**src/rtl/usb_protocol_pkg.sv**
```systemverilog
// Shared USB FIFO protocol definitions: command codes, byte layout and the
// state encodings used by the transmit path.
package usb_protocol_pkg;

    // FPGA-to-PC panel report commands
    localparam logic [3:0] CMD_PANEL0 = 4'd1;
    localparam logic [3:0] CMD_PANEL1 = 4'd2;
    localparam logic [3:0] CMD_PANEL2 = 4'd3;
    localparam logic [3:0] CMD_PANEL3 = 4'd4;

    // PC-to-FPGA panel selector request
    localparam logic [3:0] CMD_REQ_PANEL_SEL = 4'd1;

    typedef enum logic [2:0] {
        TX_IDLE,
        TX_WAIT,
        TX_SETUP,
        TX_STROBE,
        TX_HOLD
    } tx_state_t;

    typedef enum logic [1:0] {
        SEQ_IDLE,
        SEQ_WAIT,
        SEQ_SEND
    } seq_state_t;

    typedef struct packed {
        logic [3:0] cmd;
        logic [3:0] payload;
    } usb_byte_t;

    function automatic logic [3:0] panel_cmd(input logic [1:0] idx);
        return CMD_PANEL0 + {2'b00, idx};
    endfunction

endpackage

```
**src/rtl/usb_write_strobe.sv**
```systemverilog
// Single-byte FT245 write cycle: SETUP (data driven, wr_n high), STROBE
// (wr_n low), HOLD (wr_n high, data still driven). ack pulses on the last HOLD cycle.
module usb_write_strobe
    import usb_protocol_pkg::*;
#(
    parameter int SETUP_CYCLES  = 1,
    parameter int STROBE_CYCLES = 2,
    parameter int HOLD_CYCLES   = 1
) (
    input  logic       clk,
    input  logic       reset,
    input  logic       start,
    input  logic [7:0] byte_in,
    output logic       ack,
    output logic [7:0] data_out,
    output logic       data_oe,
    output logic       wr_n
);

    localparam int MAX_SS     = (SETUP_CYCLES > STROBE_CYCLES) ? SETUP_CYCLES : STROBE_CYCLES;
    localparam int MAX_CYCLES = (MAX_SS > HOLD_CYCLES) ? MAX_SS : HOLD_CYCLES;
    localparam int PHASE_W    = $clog2(MAX_CYCLES) + 1;

    localparam logic [PHASE_W-1:0] SETUP_LAST  = PHASE_W'(SETUP_CYCLES - 1);
    localparam logic [PHASE_W-1:0] STROBE_LAST = PHASE_W'(STROBE_CYCLES - 1);
    localparam logic [PHASE_W-1:0] HOLD_LAST   = PHASE_W'(HOLD_CYCLES - 1);

    tx_state_t            state_reg, state_next;
    logic [PHASE_W-1:0]   phase_reg, phase_next;
    logic [7:0]           data_reg, data_next;
    logic                 oe_reg, oe_next;
    logic                 wr_n_reg, wr_n_next;

    always_comb begin
        state_next = state_reg;
        ack        = 1'b0;
        case (state_reg)
            TX_SETUP:  if (phase_reg == SETUP_LAST)  state_next = TX_STROBE;
            TX_STROBE: if (phase_reg == STROBE_LAST) state_next = TX_HOLD;
            TX_HOLD: begin
                if (phase_reg == HOLD_LAST) begin
                    state_next = TX_IDLE;
                    ack        = 1'b1;
                end
            end
            default:   if (start) state_next = TX_SETUP;
        endcase

        // One shared phase counter, reloaded on every state change
        if (state_next != state_reg || state_reg == TX_IDLE)
            phase_next = '0;
        else
            phase_next = phase_reg + 1'b1;

        data_next = data_reg;
        if (state_reg == TX_IDLE && start)
            data_next = byte_in;
        else if (state_next == TX_IDLE)
            data_next = '0;

        oe_next   = (state_next == TX_SETUP) || (state_next == TX_STROBE) || (state_next == TX_HOLD);
        wr_n_next = (state_next != TX_STROBE);
    end

    always_ff @(posedge clk or posedge reset) begin
        if (reset) begin
            state_reg <= TX_IDLE;
            phase_reg <= '0;
            data_reg  <= '0;
            oe_reg    <= 1'b0;
            wr_n_reg  <= 1'b1;
        end else begin
            state_reg <= state_next;
            phase_reg <= phase_next;
            data_reg  <= data_next;
            oe_reg    <= oe_next;
            wr_n_reg  <= wr_n_next;
        end
    end

    assign data_out = data_reg;
    assign data_oe  = oe_reg;
    assign wr_n     = wr_n_reg;

endmodule

```
**src/rtl/usb_tx_reporter.sv**
```systemverilog
// Panel report transmitter: snapshots the switches on request and sends one
// {cmd, nibble} byte per panel through usb_write_strobe, keeping one pending request.
module usb_tx_reporter
    import usb_protocol_pkg::*;
#(
    parameter int NUM_PANELS    = 4,
    parameter int SETUP_CYCLES  = 1,
    parameter int STROBE_CYCLES = 2,
    parameter int HOLD_CYCLES   = 1
) (
    input  logic                    clk,
    input  logic                    reset,
    input  logic                    request,
    input  logic [4*NUM_PANELS-1:0] panel_switches,
    input  logic                    txe_n,
    input  logic                    bus_free,
    output logic [7:0]              data_out,
    output logic                    data_oe,
    output logic                    wr_n,
    output logic                    busy,
    output logic                    done
);

    localparam logic [1:0] LAST_INDEX = 2'(NUM_PANELS - 1);

    seq_state_t              seq_reg, seq_next;
    logic [1:0]              index_reg, index_next;
    logic [4*NUM_PANELS-1:0] snap_reg, snap_next;
    logic                    pending_reg, pending_next;
    logic                    busy_reg, busy_next;
    logic                    done_reg, done_next;
    logic                    start;
    logic                    ack;
    logic [3:0]              nibble [4];
    usb_byte_t               tx_byte;

    // Unused panel slots read as zero so the index never selects out of range
    generate
        for (genvar gi = 0; gi < 4; gi++) begin : g_nibble
            if (gi < NUM_PANELS) begin : g_used
                assign nibble[gi] = snap_reg[4*gi +: 4];
            end else begin : g_unused
                assign nibble[gi] = 4'd0;
            end
        end
    endgenerate

    assign tx_byte.cmd     = panel_cmd(index_reg);
    assign tx_byte.payload = nibble[index_reg];

    always_comb begin
        seq_next     = seq_reg;
        index_next   = index_reg;
        snap_next    = snap_reg;
        pending_next = pending_reg;
        busy_next    = busy_reg;
        done_next    = 1'b0;
        start        = 1'b0;
        case (seq_reg)
            SEQ_IDLE: begin
                if (request || pending_reg) begin
                    snap_next    = panel_switches;
                    index_next   = 2'd0;
                    pending_next = 1'b0;
                    busy_next    = 1'b1;
                    seq_next     = SEQ_WAIT;
                end
            end
            SEQ_WAIT: begin
                if (request) pending_next = 1'b1;
                if (!txe_n && bus_free) begin
                    start    = 1'b1;
                    seq_next = SEQ_SEND;
                end
            end
            SEQ_SEND: begin
                if (request) pending_next = 1'b1;
                if (ack) begin
                    if (index_reg == LAST_INDEX) begin
                        seq_next  = SEQ_IDLE;
                        busy_next = 1'b0;
                        done_next = 1'b1;
                    end else begin
                        index_next = index_reg + 2'd1;
                        seq_next   = SEQ_WAIT;
                    end
                end
            end
            default: seq_next = SEQ_IDLE;
        endcase
    end

    always_ff @(posedge clk or posedge reset) begin
        if (reset) begin
            seq_reg     <= SEQ_IDLE;
            index_reg   <= 2'd0;
            snap_reg    <= '0;
            pending_reg <= 1'b0;
            busy_reg    <= 1'b0;
            done_reg    <= 1'b0;
        end else begin
            seq_reg     <= seq_next;
            index_reg   <= index_next;
            snap_reg    <= snap_next;
            pending_reg <= pending_next;
            busy_reg    <= busy_next;
            done_reg    <= done_next;
        end
    end

    usb_write_strobe #(
        .SETUP_CYCLES (SETUP_CYCLES),
        .STROBE_CYCLES(STROBE_CYCLES),
        .HOLD_CYCLES  (HOLD_CYCLES)
    ) u_strobe (
        .clk     (clk),
        .reset   (reset),
        .start   (start),
        .byte_in (tx_byte),
        .ack     (ack),
        .data_out(data_out),
        .data_oe (data_oe),
        .wr_n    (wr_n)
    );

    assign busy = busy_reg;
    assign done = done_reg;

endmodule

```
**config.mk**
```make
export PLATFORM = sky130hd
export DESIGN_NAME = usb_tx_reporter
export DESIGN_NICKNAME = d
export VERILOG_FILES = /design/src/rtl/usb_protocol_pkg.sv /design/src/rtl/usb_write_strobe.sv /design/src/rtl/usb_tx_reporter.sv
export SDC_FILE = /design/constraint.sdc
export NUM_CORES = 1
export LEC_CHECK = 0
export CORE_MARGIN = 10
export CORE_UTILIZATION = 56
export CTS_CLUSTER_SIZE = 16
export DETAILED_ROUTE_END_ITERATION = 6
export PLACE_DENSITY = 0.8
export SLEW_MARGIN = 20
export SYNTH_ARGS = -nofsm -noshare
export SYNTH_HDL_FRONTEND = slang
export SYNTH_SLANG_ARGS = --single-unit
```
**constraint.sdc**
```tcl
create_clock -name clk -period 2.58 [get_ports clk]
set_clock_uncertainty 0.05 [all_clocks]
set_input_delay 0.516 -clock clk [delete_from_list [all_inputs] [get_ports clk]]
set_output_delay 0.516 -clock clk [all_outputs]
set_load 0.05 [all_outputs]
```
# == Word level (Yosys, flattened, before mapping) ==
# Cells that the tools add are included.
# classes
n_reduce_logical,20
muxes,34
eq_ne,18
magnitude_cmp,1
n_bitwise,1
addsub,3
# op_table
op,n
$mux 8,2
$mux 2,7
$mux 1,13
$eq 3x2->1 const B,4
$mux 3,4
$ne 2x2->1 const B,5
$pmux 3 s3,1
$bmux 4 s2,1
$mux 4,2
$reduce_and 4->1,2
$eq 3x3->1 const B,2
$logic_not 3->1,2
$pmux 2 s3,1
$reduce_and 3->1,2
$reduce_bool 2->1,3
$add 2x1->2 const B,2
$eq 2x1->1 const B,2
$eq 2x2->1 const B,2
$logic_not 2->1,2
$logic_or 1x1->1,4
$pmux 1 s2,2
$pmux 2 s2,1
$add 1x2->3 const A,1
$ge 3x3->1 const B,1
8 further kinds,9
# totals
register_bits,38
input_bits,21

# == Logic depth before layout (Yosys ltp) ==
# logic_depth
word_depth,9
mapped_depth,6
depth_no_buf,5

# == Modules after synthesis ==
# Synthesis repeated with hierarchy kept, for this count alone.
# unflattened
hier_cells,140
hier_area_um2,1851.8
# modules_own_cells
mod,n_inst,seq_area_each_um2,cells_per_inst,area_per_inst_um2
usb_tx_reporter,1,575.6,85,1173.6
usb_write_strobe,1,376.6,55,678.2

# == Worst setup path before layout ==
# OpenSTA, ideal clock, no wires.
# synth_path
path_type,register to register
startpoint,register seq_reg[0]
endpoint,register snap_reg[0]
slack_ns,1.044
stages_incl_launch_ff,6
period_less_slack_ns,1.536
t_arrival_ns,1.361
required_ns,2.405
cell_sequence,dfrtp_1 inv_1 ha_1 o21ai_2 buf_4 mux2_2
# synth_via
elab_chain_cells,2
# synth_lines
item,line,rtl
"start, declared",usb_tx_reporter.sv:26,"seq_state_t seq_reg, seq_next;"
"start signal, assigned",usb_tx_reporter.sv:102,seq_reg <= seq_next;
$logic_not 2->1,usb_tx_reporter.sv:59,case (seq_reg)
$reduce_and 2->1 (no source line),-,
"end signal, assigned",usb_tx_reporter.sv:104,snap_reg <= snap_next;
"end, declared",usb_tx_reporter.sv:28,"logic [4*NUM_PANELS-1:0] snap_reg, snap_next;"
# Every way passes these cells.
# A chain may end at the register's enable or synchronous reset.

# == Final worst setup path ==
# layout_path
startpoint,"register u_strobe.wr_n_reg, in the netlist u_strobe.wr_n"
endpoint,output wr_n
# layout_rtl
item,line,rtl
"start, declared",usb_write_strobe.sv:32,"logic wr_n_reg, wr_n_next;"
"start signal, assigned",usb_write_strobe.sv:77,wr_n_reg <= wr_n_next;
"end, declared",usb_tx_reporter.sv:19,"output logic wr_n,"
# No word-level cell between the ends.

==> impl_metrics.tcl <==
set metrics [dict create \
    grt_pass1_wl_mm 5.95 \
    initial_core_util_pct 59.4 \
    overflow 0 \
    grt_pass1_vias 1300 \
    yosysMostFrequentCell "dfrtp_1" \
    holdWs_ns 0.412 \
    yosysSeqAreaShare_pct 50.3 \
    relSlewSlack_pct 65.4 \
    syn_nets 172 \
    routed_wl_mm 3.63 \
    synth.area.mux_share_pct 15.8 \
    clock-sinks 37 \
    drt_iter0_drc 93 \
    min_to "u_strobe.phase_reg[0]$_DFF_PP0_" \
    start_kind "flop" \
    finalSetupTns_ns 0 \
    slowest_stage "clkdlybuf4s50_1" \
    syn_area_um2 1840 \
    worst_pin_slew_ns 0.515 \
    synth_cell_type_count 45 \
    cts_resized 0 \
    r2r_cells 5 \
    antenna_found_initial 0 \
    clk_path_buf_depth 2 \
    synth_xor_area_share_pct 0 \
    gr-usage-all-layers_pct 12.0 \
    p_comb_share_pct 44.6 \
    clkTransAtPathRegs_ns 0.11 \
    netlist_top_cells_area "dfrtp_1, mux2_2, mux4_2" \
    cp_max_fo 1 \
    path_depth 1 \
    via_per_inst 5.67 \
    num_rows 20 \
    clockPowerShare_pct 16.2 \
    end_kind "output pin" \
    cts_tree "done" \
    slowest_delay_ns 0.79 \
    whs_path_depth 1 \
    synth_common_cells "dfrtp_1, mux2_2, inv_1" \
    wire_per_inst_um 16.4 \
    ant_nets 0 \
    final_nets 204 \
    drive_above_1_share_pct 21.5 \
    largest_register_ffs 16 \
    drv_slew 0 \
    maxClockFrequency_mhz 450 \
    crit_buf_inv 1 \
    dieWidth_um 77.4 \
    syn_to_final_growth_pct 22.6 \
    drc 0 \
    hold_viol_final 0 \
    dieArea_um2 5980 \
    r2r_start "seq_reg[1]$_DFFE_PP0P_" \
    synth_top_family_by_area "multiplexers" \
    outcome "finished clean" \
    ioPinCount 33 \
    synth-compound-area-share_pct 12.8 \
    p_per_area_nw_per_um2 1140 \
    path_delay_family "buffers and inverters" \
    switchingPower_uw 963 \
    ys_ff_latch 37 \
    min_period_ns 2.22 \
    cts_buffers 5 \
    required_ns 2.01 \
    numPortBuffers 31 \
    die_h_um 77.4 \
    post-route-period-util_pct 86.0 \
    syn_inst 144 \
    ys_warn_count 0 \
    p_total_mw 2.58 \
    vdd_ir_drop_max_v 0.000683 \
    place_congestion 0.794 \
    drt-pass1-iter-count 4 \
    synth_ff_type "dfrtp_1" \
    drv_cap 0 \
    holdCritPathClass "reg -> reg" \
    hp-start "u_strobe.phase_reg[0]$_DFF_PP0_" \
    core_area_um2 3100 \
    p_int_mw 1.62 \
    dp_hpwl_mm 2.66 \
    rsz0062_at_grt "false" \
    synth_async_sr_flop_share_pct 100 \
    cts_max_level 2 \
    setup_viol 0 \
    n_antenna_cell 0 \
    switching_share_pct 37.3 \
    vias 1254 \
    clkLatencyLatePin_ns 0.34 \
    synth_edf_count 0 \
    synth_top_area_share_pct 48.9 \
    pwr-share-seq_pct 39.2 \
    yosys.area_share.simple_pct 11.3 \
    worst-r2r-setup-slack_ns 0.80 \
    cts_root_buf "clkbuf_4" \
    cts_hold_buffers 0 \
    r2r_end "u_strobe.data_out[4]$_DFFE_PP0P_" \
    worstSetupPathType "reg -> out" \
    grt_start_max_net_pins 38 \
    crit_chain "clkdlybuf4s50_1" \
    synth_fa_ha_area_share_pct 4.76 \
    synth.avg_cell_area_um2 12.8 \
    p_leak_nw 0.969 \
    post_cts_buffers 0 \
    synth_top_cell_by_area "dfrtp_1" \
    crit_arrival_ns 1.65 \
]
## worst max-delay path by stage
stage                             from                                to  slack [ns]
3_3_place_gp                     txe_n  u_strobe.data_out[5]$_DFFE_PP0P_        0.59
2_1_floorplan   seq_reg[0]$_DFFE_PP0P_           snap_reg[0]$_DFFE_PP0P_        1.04
5_1_grt        u_strobe.wr_n$_DFF_PP1_                              wr_n        0.30
3_5_place_dp                     txe_n  u_strobe.data_out[4]$_DFFE_PP0P_        0.52
4_1_cts        u_strobe.wr_n$_DFF_PP1_                              wr_n        0.34
6_report       u_strobe.wr_n$_DFF_PP1_                              wr_n        0.36
## layer usage
metal / global-route usage (%) / up-vias / wire, um
li1: - / 591 / -
met1: 14.0 / 625 / 1620
met2: 19.6 / 34 / 1770
met3: 5.30 / 4 / 210
met4: 3.28 / 0 / 27
met5: 0 / - / 0
## final cells by class
| type | instances | area, um2 |
|---|---|---|
| Sequential cell | 37 | 927 |
| Inverter | 10 | 37.5 |
| Clock buffer | 7 | 55.1 |
| Tap cell | 44 | 55.1 |
| Clock inverter | 1 | 30.0 |
| Timing Repair Buffer | 33 | 325 |
| Multi-Input combinational cell | 89 | 828 |
| Fill cell | 233 | 845 |
## metrics by stage
stage / cells / instance area (um2) / setup slack (ns) / utilization [%]
finish: 221 / 2260 / 0.360 / 72.8
global route: 221 / 2260 / 0.300 / 72.8
CTS: 221 / 2260 / 0.337 / 72.8
detailed placement: 213 / 2170 / 0.516 / 70.0
global placement: 213 / 2170 / 0.586 / 70.0
floorplan: 144 / 1840 / 1.04 / -
## kinds of logic (layout without fill, tap and decap cells)
family	after synthesis	after routing
flip-flops	37	37
AO/OA/AOI/OAI	32	32
AND/OR/NAND/NOR	27	27
multiplexers	22	22
buffers and inverters	18	51
adder cells (fa/ha/maj)	7	7
other	1	1
## layout by cell type (no fill, tap or decap), drive strengths merged, types with 2 or more instances in the layout
| cell | instances |
|---|---|
| a22o | 7 |
| buf | 2 |
| nand3 | 3 |
| nand3b | 2 |
| nor2 | 3 |
| o21ai | 5 |
| nand2 | 3 |
| mux2 | 17 |
| mux4 | 4 |
| nand2b | 2 |
| dfrtp | 36 |
| clkdlybuf4s50 | 31 |
| o211ai | 3 |
| clkbuf | 7 |
| a32oi | 2 |
| ha | 7 |
| nor2b | 2 |
| inv | 10 |
| a21oi | 6 |
| or4 | 3 |
## power groups by stage
stage | Clock, mW | Combinational (mW) | Sequential [mW]
detailed placement | 0 | 1.16 | 1.02
global placement | 0 | 1.11 | 1.01
CTS | 0.427 | 1.16 | 1.01
finish | 0.418 | 1.15 | 1.01
floorplan | 0 | 0.830 | 1.07
global route | 0.462 | 1.23 | 1.05
Note: power is estimated with default switching activity, not from simulation.
==> RTL change 1 (same settings) <==
Set the parameter `NUM_PANELS` to 5 (it was 4).
--- a/src/rtl/usb_tx_reporter.sv
+++ b/src/rtl/usb_tx_reporter.sv
@@ -4,5 +4,5 @@
     import usb_protocol_pkg::*;
 #(
-    parameter int NUM_PANELS    = 4,
+    parameter int NUM_PANELS    = 5,
     parameter int SETUP_CYCLES  = 1,
     parameter int STROBE_CYCLES = 2,
Interface: changed (resized panel_switches); port bits go from 33 to 37. The function was not compared with the original's and may differ.
==> RTL change 1 against the original RTL <==
Critical path depth stayed put. Routed wire length grew 1.1%. Power fell by 11%. Core utilization down 1.5 points. Synthesized area decreased by 2.1%. Via count down 1.6%. Clock power decreased by 32%. Cell area fell by 2.8%. Synthesized cell count up 2.1%. Worst setup slack about the same. Sequential cell count did not move. Critical endpoint unchanged. Largest cell class unchanged.
==> RTL change 1: results (changes against the original RTL) <==
synth_nets: 180  # +4.7%
max_stage_delay_ns: 0.79  # about the same
critPathSlowestCell: "clkdlybuf4s50_1"
place_hpwl_um: 2730  # +2.8%
crit_arrival_ns: 1.65  # about the same
max_slew_margin_pct: 51.8  # -14 points
viasPerCell: 5.48  # -3.3%
grt_max_degree: 38  # unchanged
m1WireLength_um: 1580  # -2.3%
post_cts_buffers: 0  # unchanged
max-vdd-ir-drop_mv: 0.506  # -26%
async_flop_share_pct: 100  # unchanged
drtIter0Drc: 116  # +25%
cts_buffers: 5  # unchanged
place.gp.congestion: 0.825  # +3.9%
drive_gt1_share_pct: 17.1  # -4.3 points
hp-class: "flip-flop to flip-flop"
clk_root_buffer_cell: "clkbuf_4"
n_antenna_cell: 0  # unchanged
htreeDepth: 2  # unchanged
synthTopCellsByCount: "dfrtp_1, mux2_2, inv_1, ha_1"
synth_warnings: 0  # unchanged
status: "complete, no violations"
nets: 213  # +4.4%
path_clk_slew_ns: 0.10
grt_pass1_wl_um: 6490  # +9.2%
dp_slack_ns: 0.467  # -0.0489 ns
clk_path_buf_depth: 2  # unchanged
grt_usage_pct: 13.5  # +1.6 points
place_area_mm2: 0.00215  # -1.3%
drt_first_pass_iters: 4  # unchanged
synth.distinct_cells: 40  # -11%
top_layer_used: "met4"
antenna_found_initial: 0  # unchanged
area_growth_pct: 21.7
met2_length_um: 1840  # +3.7%
wirelength_um: 3670  # +1.1%
ys.flop_type: "dfrtp_1"
fillers: 231  # -0.86%
grt_pass1_vias: 1321  # +1.6%
p_leak_nw: 0.923  # -4.7%
ctsResizeCount: 0  # unchanged
wl_met3_um: 202  # -3.8%
largest_register_ffs: 16  # unchanged
path_max_fanout: 1  # unchanged
synth_area_leaders: "dfrtp_1, mux2_2, ha_1, mux4_2, a22o_1"
numPortBuffers: 31  # unchanged
cpLargestDelayFamily: "buffers and inverters"
worst_skew_pair.late_latency_ns: 0.34  # about the same
yosysSeqAreaShare_pct: 51.4  # +1.1 points
setup_viol: 0  # unchanged
RTL change 1: report_power, final:
group / leakage [nW] / internal (W) / switching, W
Sequential: 0.455 / 0.000813 / 0.000176
Combinational: 0.441 / 0.000495 / 0.000524
Clock: 0.0265 / 0.000109 / 0.000176
Total: 0.923 / 0.00142 / 0.000876
RTL change 1: final timing paths:
check | slack [ns] | cells past startpoint | end | startpoint
worst max-delay path | 0.36 | 1 | wr_n | u_strobe.wr_n
worst min-delay path | 0.41 | 1 | u_strobe.phase_reg[0] | u_strobe.phase_reg[0]
worst max register to register | 0.66 | 5 | seq_reg[0] | seq_reg[0]
worst min register to register | 0.41 | 1 | u_strobe.phase_reg[0] | u_strobe.phase_reg[0]
max in group asynchronous | 1.63 | 3 | u_strobe.wr_n | reset
min in group asynchronous | 0.52 | 3 | u_strobe.data_out[4] | reset
RTL change 1: cells by family (layout without fill, tap and decap cells):
kind of cell               after synthesis  in the layout  share of synthesized area [%]
adders and majority gates                8              8                           5.55
DFF                                     37             37                           51.4
AOI/OAI and AO/OA                       35             35                           13.6
and+or+nand+nor                         27             27                           9.09
muxes                                   21             21                           15.5
other                                    1              1                          0.208
buffers and inverters                   18             52                           4.58
RTL change 1: per-stage QoR:
stage / cells / power, W
after floorplan: 147 / 0.00176
after global placement: 217 / 0.00194
after detailed placement: 217 / 0.00202
after CTS: 225 / 0.00231
after global routing: 225 / 0.00247
final: 225 / 0.00229
RTL change 1: final cells by class:
| class | count | share of cell area, % |
|---|---|---|
| clock buffers | 8 | 2.22 |
| well taps | 44 | 2.51 |
| flip-flops and latches | 37 | 42.2 |
| multi-input cells | 92 | 36.1 |
| repair buffers | 34 | 15.2 |
| inverters | 10 | 1.71 |
RTL change 1: routing by layer:
| layer | track usage [%] | vias to the layer above |
|---|---|---|
| met3 | 5.36 | 6 |
| met5 | 0 | - |
| li1 | - | 601 |
| met4 | 4.46 | 0 |
| met2 | 22.4 | 35 |
| met1 | 15.5 | 592 |
==> RTL change 2 (same flow settings) <==
Made on the original files. Register the output `data_out`, with the module's reset; this adds one clock of latency there. The other outputs are not delayed to match.
--- a/src/rtl/usb_tx_reporter.sv
+++ b/src/rtl/usb_tx_reporter.sv
@@ -23,4 +23,6 @@
 
     localparam logic [1:0] LAST_INDEX = 2'(NUM_PANELS - 1);
+
+    logic [7:0] data_d;
 
     seq_state_t              seq_reg, seq_next;
@@ -119,5 +121,5 @@
         .byte_in (tx_byte),
         .ack     (ack),
-        .data_out(data_out),
+        .data_out(data_d),
         .data_oe (data_oe),
         .wr_n    (wr_n)
@@ -127,4 +129,12 @@
     assign done = done_reg;
 
+    always_ff @(posedge clk or posedge reset) begin
+        if (reset) begin
+            data_out <= '0;
+        end else begin
+            data_out <= data_d;
+        end
+    end
+
 endmodule
 
Formal check against the unedited RTL: not equivalent (a bounded check fails within 4 cycles, from zero or initial values and one cycle with reset high).
==> RTL change 2 against the original RTL <==
Worst setup slack improved by 0.0020 ns. Sequential cell count increased by 7. Synthesized area increased by 9.2%. Cell area increased by 6.9%. Largest cell class unchanged. Routed wire length increased by 5.6%. Final cell count increased by 5.0%. Via count increased by 3.4%. Combinational power decreased by 4%. Highest routed layer unchanged. Power increased by 2.7%. Sequential share of layout area increased by 4.6 points. Die area increased by 6.8%. Core utilization decreased by 2.1 points.
==> RTL change 2: results (changes against the original RTL) <==
grt_usage_pct: 12.6  # +0.63 points
min-delay-start: "u_strobe.data_out[3]"
drt_first_pass_iters: 5  # +1
max-vdd-ir-drop_mv: 0.816  # +20%
vias: 1297  # +3.4%
hp-class: "flip-flop to flip-flop"
p_leak_nw: 1.06  # +9.1%
synth_nets: 181  # +5.2%
grt_max_degree: 45  # +18%
synth_area_leaders: "dfrtp_1, mux2_2, mux4_2, ha_1, a22o_1"
status: "complete, no violations"
drtIter0Drc: 94  # +1.1%
drive_gt1_share_pct: 19.9  # -1.6 points
yosysSeqAreaShare_pct: 54.8  # +4.5 points
grt_pass1_wl_um: 6440  # +8.2%
place_hpwl_um: 2850  # +7.3%
place_area_mm2: 0.00234  # +7.6%
grt_pass1_vias: 1405  # +8.1%
wl_per_cell_um: 16.5  # +0.59%
synth.distinct_cells: 44  # -2.2%
fillers: 250  # +7.3%
synthTopCellsByCount: "dfrtp_1, mux2_2, inv_1, a22o_1, ha_1"
max_slew_margin_pct: 64.7  # -0.71 points
r2r-start: "u_strobe.phase_reg[1]"
path_clk_slew_ns: 0.13  # +0.02 ns
nets: 213  # +4.4%
place.gp.congestion: 0.771  # -2.8%
reg2reg_slack_ns: 0.59  # -0.21 ns
RTL change 2: cells by family (layout without fill, tap and decap cells):
group,after synthesis,count (layout),share of synthesized area (%)
AND/OR/NAND/NOR,24,24,8.09
flip-flops,44,44,54.8
XOR/XNOR,1,1,0.436
multiplexers,22,22,14.5
buffers and inverters,19,52,4.79
adder cells (fa/ha/maj),7,7,4.36
other,1,1,0.187
AO/OA/AOI/OAI,35,35,12.8
RTL change 2: area by class of cell:
cell class | count | share of cell area [%]
sequential | 44 | 45.7
timing repair buffer | 33 | 13.5
clock inverter | 1 | 1.24
multi-input combinational | 90 | 33.6
tap | 46 | 2.38
clock buffer | 7 | 1.87
inverter | 11 | 1.71
RTL change 2: path summary, 6_finish.rpt:
kind                                 end  cells past startpoint
max                                 wr_n                      1
min                          data_out[3]                      0
max reg2reg                 index_reg[1]                      5
min reg2reg                  data_out[3]                      0
max in group asynchronous  u_strobe.wr_n                      3
min in group asynchronous    snap_reg[2]                      3
RTL change 2: power by group:
group          switching (W)  internal [W]
Combinational       0.000562      0.000539
Clock               0.000209      0.000206
Sequential          0.000190      0.000947
RTL change 2: metal layers:
| layer | vias up | GRT usage, % | share of wire (%) |
|---|---|---|---|
| met5 | - | 0 | 0 |
| met2 | 35 | 21.7 | 52 |
| met1 | 641 | 14.1 | 41 |
| met3 | 6 | 4.84 | 6.2 |
| li1 | 615 | - | - |
| met4 | 0 | 3.52 | 1.0 |
RTL change 2: metrics by stage:
stage / hold slack (ns) / setup slack (ns) / std cells / utilization, %
floorplan: 0.304 / 0.893 / 153 / -
global placement: 0.323 / 0.705 / 224 / 68.5
detailed placement: 0.324 / 0.629 / 224 / 68.5
CTS: 0.337 / 0.339 / 232 / 70.7
global route: 0.367 / 0.321 / 232 / 70.7
finish: 0.335 / 0.362 / 232 / 70.7
